## src/rtl/dma_stream_segmenter.sv

```systemverilog
// Re-frames a continuous AXI-Stream into segments of at most C_MAX_BURST beats,
// closing early on source tlast, idle timeout or a software flush.
module dma_stream_segmenter #(
  parameter int C_AXIS_WIDTH    = 64,
  parameter int C_MAX_BURST     = 16,
  parameter int C_TIMEOUT_WIDTH = 16
) (
  input  logic                       clk,
  input  logic                       rst_n,
  input  logic [C_TIMEOUT_WIDTH-1:0] timeout_cycles,
  input  logic                       flush,
  input  logic [C_AXIS_WIDTH-1:0]    s_axis_tdata,
  input  logic                       s_axis_tlast,
  input  logic                       s_axis_tvalid,
  output logic                       s_axis_tready,
  output logic [C_AXIS_WIDTH-1:0]    m_axis_tdata,
  output logic                       m_axis_tlast,
  output logic                       m_axis_tvalid,
  input  logic                       m_axis_tready,
  output logic [31:0]                segment_count,
  output logic [31:0]                timeout_count
);

  localparam int SEG_W = $clog2(C_MAX_BURST);
  localparam logic [SEG_W-1:0] SEG_LAST = SEG_W'(C_MAX_BURST - 1);

  logic [C_AXIS_WIDTH-1:0]    h_data_q, h_data_d;
  logic                       h_last_q, h_last_d;
  logic                       h_valid_q, h_valid_d;
  logic [C_AXIS_WIDTH-1:0]    o_data_q, o_data_d;
  logic                       o_last_q, o_last_d;
  logic                       o_valid_q, o_valid_d;
  logic [SEG_W-1:0]           seg_cnt_q, seg_cnt_d;
  logic [C_TIMEOUT_WIDTH-1:0] idle_cnt_q, idle_cnt_d;
  logic                       flush_pend_q, flush_pend_d;
  logic [31:0]                seg_total_q, seg_total_d;
  logic [31:0]                tmo_total_q, tmo_total_d;

  logic o_free_s, accept_s, timeout_hit_s, burst_full_s, close_s, move_s, sole_timeout_s;

  assign o_free_s       = !o_valid_q || m_axis_tready;
  assign s_axis_tready  = !h_valid_q || o_free_s;
  assign accept_s       = s_axis_tvalid && s_axis_tready;
  assign timeout_hit_s  = (timeout_cycles != '0) && (idle_cnt_q >= timeout_cycles);
  assign burst_full_s   = (seg_cnt_q == SEG_LAST);
  assign close_s        = h_last_q || burst_full_s || flush_pend_q || timeout_hit_s;
  assign move_s         = h_valid_q && o_free_s && (accept_s || close_s);
  assign sole_timeout_s = timeout_hit_s && !h_last_q && !burst_full_s && !flush_pend_q;

  assign m_axis_tdata  = o_data_q;
  assign m_axis_tlast  = o_last_q;
  assign m_axis_tvalid = o_valid_q;
  assign segment_count = seg_total_q;
  assign timeout_count = tmo_total_q;

  // Next-state for hold/output stages, segment bookkeeping and statistics.
  always_comb begin
    h_data_d     = h_data_q;
    h_last_d     = h_last_q;
    h_valid_d    = h_valid_q;
    o_data_d     = o_data_q;
    o_last_d     = o_last_q;
    o_valid_d    = o_valid_q;
    seg_cnt_d    = seg_cnt_q;
    idle_cnt_d   = idle_cnt_q;
    seg_total_d  = seg_total_q;
    tmo_total_d  = tmo_total_q;

    if (accept_s) begin
      h_data_d  = s_axis_tdata;
      h_last_d  = s_axis_tlast;
      h_valid_d = 1'b1;
    end else if (move_s) begin
      h_valid_d = 1'b0;
    end else begin
      h_valid_d = h_valid_q;
    end

    if (move_s) begin
      o_data_d  = h_data_q;
      o_last_d  = close_s;
      o_valid_d = 1'b1;
      seg_cnt_d = close_s ? '0 : seg_cnt_q + SEG_W'(1);
    end else if (o_valid_q && m_axis_tready) begin
      o_valid_d = 1'b0;
    end else begin
      o_valid_d = o_valid_q;
    end

    if (accept_s || move_s) begin
      idle_cnt_d = '0;
    end else if (h_valid_q && (idle_cnt_q != '1)) begin
      idle_cnt_d = idle_cnt_q + C_TIMEOUT_WIDTH'(1);
    end else begin
      idle_cnt_d = idle_cnt_q;
    end

    // A flush only sticks while a beat is held, so it can never close an empty segment.
    flush_pend_d = h_valid_q && h_valid_d && (flush || (flush_pend_q && !move_s));

    if (move_s && close_s) begin
      seg_total_d = seg_total_q + 32'd1;
      if (sole_timeout_s) begin
        tmo_total_d = tmo_total_q + 32'd1;
      end else begin
        tmo_total_d = tmo_total_q;
      end
    end else begin
      seg_total_d = seg_total_q;
    end
  end

  // State registers; reset discards any held or output beat.
  always_ff @(posedge clk or negedge rst_n) begin
    if (!rst_n) begin
      h_data_q     <= '0;
      h_last_q     <= 1'b0;
      h_valid_q    <= 1'b0;
      o_data_q     <= '0;
      o_last_q     <= 1'b0;
      o_valid_q    <= 1'b0;
      seg_cnt_q    <= '0;
      idle_cnt_q   <= '0;
      flush_pend_q <= 1'b0;
      seg_total_q  <= 32'd0;
      tmo_total_q  <= 32'd0;
    end else begin
      h_data_q     <= h_data_d;
      h_last_q     <= h_last_d;
      h_valid_q    <= h_valid_d;
      o_data_q     <= o_data_d;
      o_last_q     <= o_last_d;
      o_valid_q    <= o_valid_d;
      seg_cnt_q    <= seg_cnt_d;
      idle_cnt_q   <= idle_cnt_d;
      flush_pend_q <= flush_pend_d;
      seg_total_q  <= seg_total_d;
      tmo_total_q  <= tmo_total_d;
    end
  end

endmodule

```

## config.mk

```make
export PLATFORM = sky130hd
export DESIGN_NAME = dma_stream_segmenter
export DESIGN_NICKNAME = d
export VERILOG_FILES = /design/src/rtl/dma_stream_segmenter.sv
export SDC_FILE = /design/constraint.sdc
export NUM_CORES = 1
export LEC_CHECK = 0
export CORE_MARGIN = 5
export CORE_UTILIZATION = 35
export CTS_CLUSTER_DIAMETER = 50
export DETAILED_ROUTE_END_ITERATION = 10
export GPL_TIMING_DRIVEN = 0
export PLACE_DENSITY_LB_ADDON = 0.1
export RECOVER_POWER = 50
export SETUP_SLACK_MARGIN = 0.15
export SYNTH_ARGS = -nofsm -noshare
export SYNTH_HDL_FRONTEND = slang
export SYNTH_SLANG_ARGS = --single-unit
```

## constraint.sdc

```tcl
create_clock -name clk -period 8.9 [get_ports clk]
set_clock_uncertainty 0.05 [all_clocks]
set_input_delay 0.89 -clock clk [delete_from_list [all_inputs] [get_ports clk]]
set_output_delay 0.89 -clock clk [all_outputs]
set_load 0.02 [all_outputs]
```

==> reports/results.tsv <==
metric	value	unit
syn_nets	842	
rsz0062_at_grt	false	
cp.required	9.25	ns
via_per_inst	4.78	
routed_wl	22700	um
core	0.0267	mm^2
ys.flop_type	dfrtp_1	
synthSimpleGateAreaFrac	11.4	%
start_util	35.3	%
place_area	0.0121	mm^2
synth_top_family_by_area	multiplexers	
path_max_fanout	10	
finalCriticalPeriod	4.10	ns
num_vias	6439	
grt_pass1_wl	37800	um
design_area	0.0131	mm^2
grt_pass1_vias	6780	
synth_area_leaders	dfrtp_1 (58%), mux2_2 (7.9%), xor2_1 (4.9%)	
reg2reg_depth	11	
syn_area_per_cell	12.8	um^2
finalMaxSlewViolations	0	
gp_congestion	0.778	
post_cts_buffers	0	
power_density	300	mW/mm^2
synth-compound-area-share	2.00	%
synth_top_cell_area_share	57.6	%
status	finished, final reports clean	
worst_pin_slew	0.698	ns
syn_to_final_growth	38.7	%
io_buffers	216	
synthCells	736	
drive_gt1_share	15.1	%
worst_slack	4.80	ns
insertion_delay	0.53	ns
yosysUniqueCellTypes	47	
worstPathArrival	4.45	ns
io_pins	217	
yosysSeqAreaShare	57.6	%
synth_fa_ha_area_share	2.65	%
setup_viol	0	
crit_path_top_delay_cell	clkdlybuf4s50_1	
critPathLaunchType	input port	
worstPathCellList	clkdlybuf4s50_1, inv_1, ha_1, a21o_1, a21o_1, a2111oi_1, a31oi_2, o21ai_2, and2_1, clkbuf_1, buf_6, buf_6, mux2_4	
ctsHoldBuffers	0	
max_cap_violations	0	
clk_pin_slew	0.06	ns
antenna_found_initial	0	
ys_warn_count	0	
drc	0	
wire_per_inst	16.9	um
grt_overflow	0	
seqCellArea	0.00543	mm^2
hold_violations	0	
max_stage_delay	0.49	ns
synth_edf_count	0	
cts_root_buf	clkbuf_16	
fp.dieH	174	um
post-route-period-util	46.1	%
cp-end-kind	flip-flop	
path_class	input port to flip-flop	
synth-seq-cells	217	
ir_drop	180	uV
rows	60	
fin_util	48.9	%
slew_headroom	53.1	%
synth_xor_area_share	7.15	%
n_fill_cell	2435	
grt_usage	15.0	%
multi_input_area	0.00377	mm^2
ctsResizeCount	0	
cts_num_sinks	217	
fmax	244	MHz
hold_path.class	input port to async pin	
cts_max_path_buffers	3	
ys_async_sr_fraction	100	%
die_x	174	um
grt_start_max_net_pins	113	
cts_tree	yes	
htreeDepth	1	
ant_nets	0	
synthMuxAreaShare	16.7	%
pre_cts_ws	4.21	ns
detail_route.iter0.violations	282	
fin_nets	1091	
p_leak	5.86	nW
dr.pass1.iters	4	
cts_buffers	29	
dp_hpwl	16100	um
yosysTopAreaCell	dfrtp_1	
dieArea	0.0303	mm^2
synth_area	0.00943	mm^2
-- registers in the layout, summed over array words and instances, names as in the netlist --
name and count:
h_data_q 64, m_axis_tdata 64, segment_count 32, timeout_count 32
idle_cnt_q 16, seg_cnt_q 4, flush_pend_q 1, h_last_q 1
h_valid_q 1, m_axis_tlast 1, m_axis_tvalid 1
-- where the power goes --
part           total, mW  switching, mW  internal (mW)  leakage [nW]
Clock               1.18          0.427          0.757         0.490
Combinational       1.32          0.644          0.672          2.68
Sequential          1.43          0.158           1.27          2.69
-- metal layers --
layer  vias to the layer above  GRT usage (%)  wire length (um)
met1                      3131           19.4              9800
li1                       3085              -                 -
met2                       183           23.9             10300
met5                         -              0                 0
met4                         0           3.70               536
met3                        40           5.96              2100
-- cell usage in the layout (no fill, tap or decap), drive strengths merged, types with 2 or more instances in the layout --
cell           count
dfrtp            217
nand3             32
nand2b             2
nor4              16
a2111oi            2
nand3b             2
or3                3
buf               11
nand2             47
nor2              36
clkinvlp           2
a21boi             4
bufinv             3
xnor2             24
inv               26
and3              14
mux2             130
nor3              32
o21ai              2
a31oi              3
nor3b              2
dlygate4sd3       46
clkinv             4
a21oi              2
and4               5
a21o               3
xor2              53
clkdlybuf4s50    169
nand4             16
ha                20
and2               5
clkbuf            61
-- worst max-delay path, delay by kind of cell --
kind	cells	cell delay (ns)
AOI/OAI and AO/OA	5	1.59
and+or+nand+nor	1	0.21
adders and majority gates	1	0.30
muxes	1	0.31
buffers and inverters	5	1.14
-- logic make-up (layout without fill, tap and decap cells) --
| group | after synthesis | count (layout) |
|---|---|---|
| XOR/XNOR | 77 | 77 |
| other | 0 | 1 |
| multiplexers | 131 | 131 |
| AND/OR/NAND/NOR | 215 | 215 |
| flip-flops | 217 | 217 |
| adder cells (fa/ha/maj) | 20 | 20 |
| buffers and inverters | 52 | 322 |
| AO/OA/AOI/OAI | 24 | 24 |
-- per-stage QoR --
| stage | hold WS, ns | TNS [ns] | std cells | power (mW) |
|---|---|---|---|---|
| after global placement | 0.408 | -612.60 | 1293 | 2.81 |
| after detailed placement | 0.410 | 0 | 1295 | 2.82 |
| final | 0.167 | 0 | 1348 | 3.93 |
| after floorplan | 0.402 | 0 | 736 | 2.21 |
| after CTS | 0.0609 | 0 | 1347 | 4.04 |
| after global routing | 0.160 | 0 | 1347 | 4.16 |
-- cells in the mapped netlist, types with 2 or more instances --
cell type    n
nand2b_1     2
buf_2        3
nor4_1      16
xnor2_1     24
and4_1       5
or3_1        3
dfrtp_1    217
ha_1        20
mux2_2      66
nand3b_1     2
a21boi_0     3
a21oi_1      2
clkbuf_1    18
mux2_4      27
nor2_1      36
a31oi_1      2
buf_1        2
a21o_1       3
buf_6        4
nor3_1      32
mux2_1      37
nand3_1     32
and3_1      14
inv_1       25
nand2_1     47
xor2_1      53
and2_1       5
nor3b_1      2
nand4_1     16
-- worst paths after layout --
kind,start,end,slack [ns]
min in group clk,segment_count[31],segment_count[31],0.41
max in group asynchronous,rst_n,m_axis_tdata[8],7.37
worst max register to register,idle_cnt_q[13],m_axis_tdata[18],5.28
worst min-delay path,rst_n,idle_cnt_q[8],0.17
worst min register to register,segment_count[31],segment_count[31],0.41
worst max-delay path,timeout_cycles[13],m_axis_tdata[18],4.80
-- area by class of cell --
cell class | count | share of cell area (%)
inverter | 25 | 0.718
antenna | 1 | 0.0191
multi-input combinational | 467 | 28.8
buffer | 27 | 1.03
timing repair buffer | 218 | 16.9
clock inverter | 10 | 1.08
sequential | 217 | 41.5
clock buffer | 42 | 6.61
tap | 341 | 3.26
Note: power is estimated with default switching activity, not from simulation.
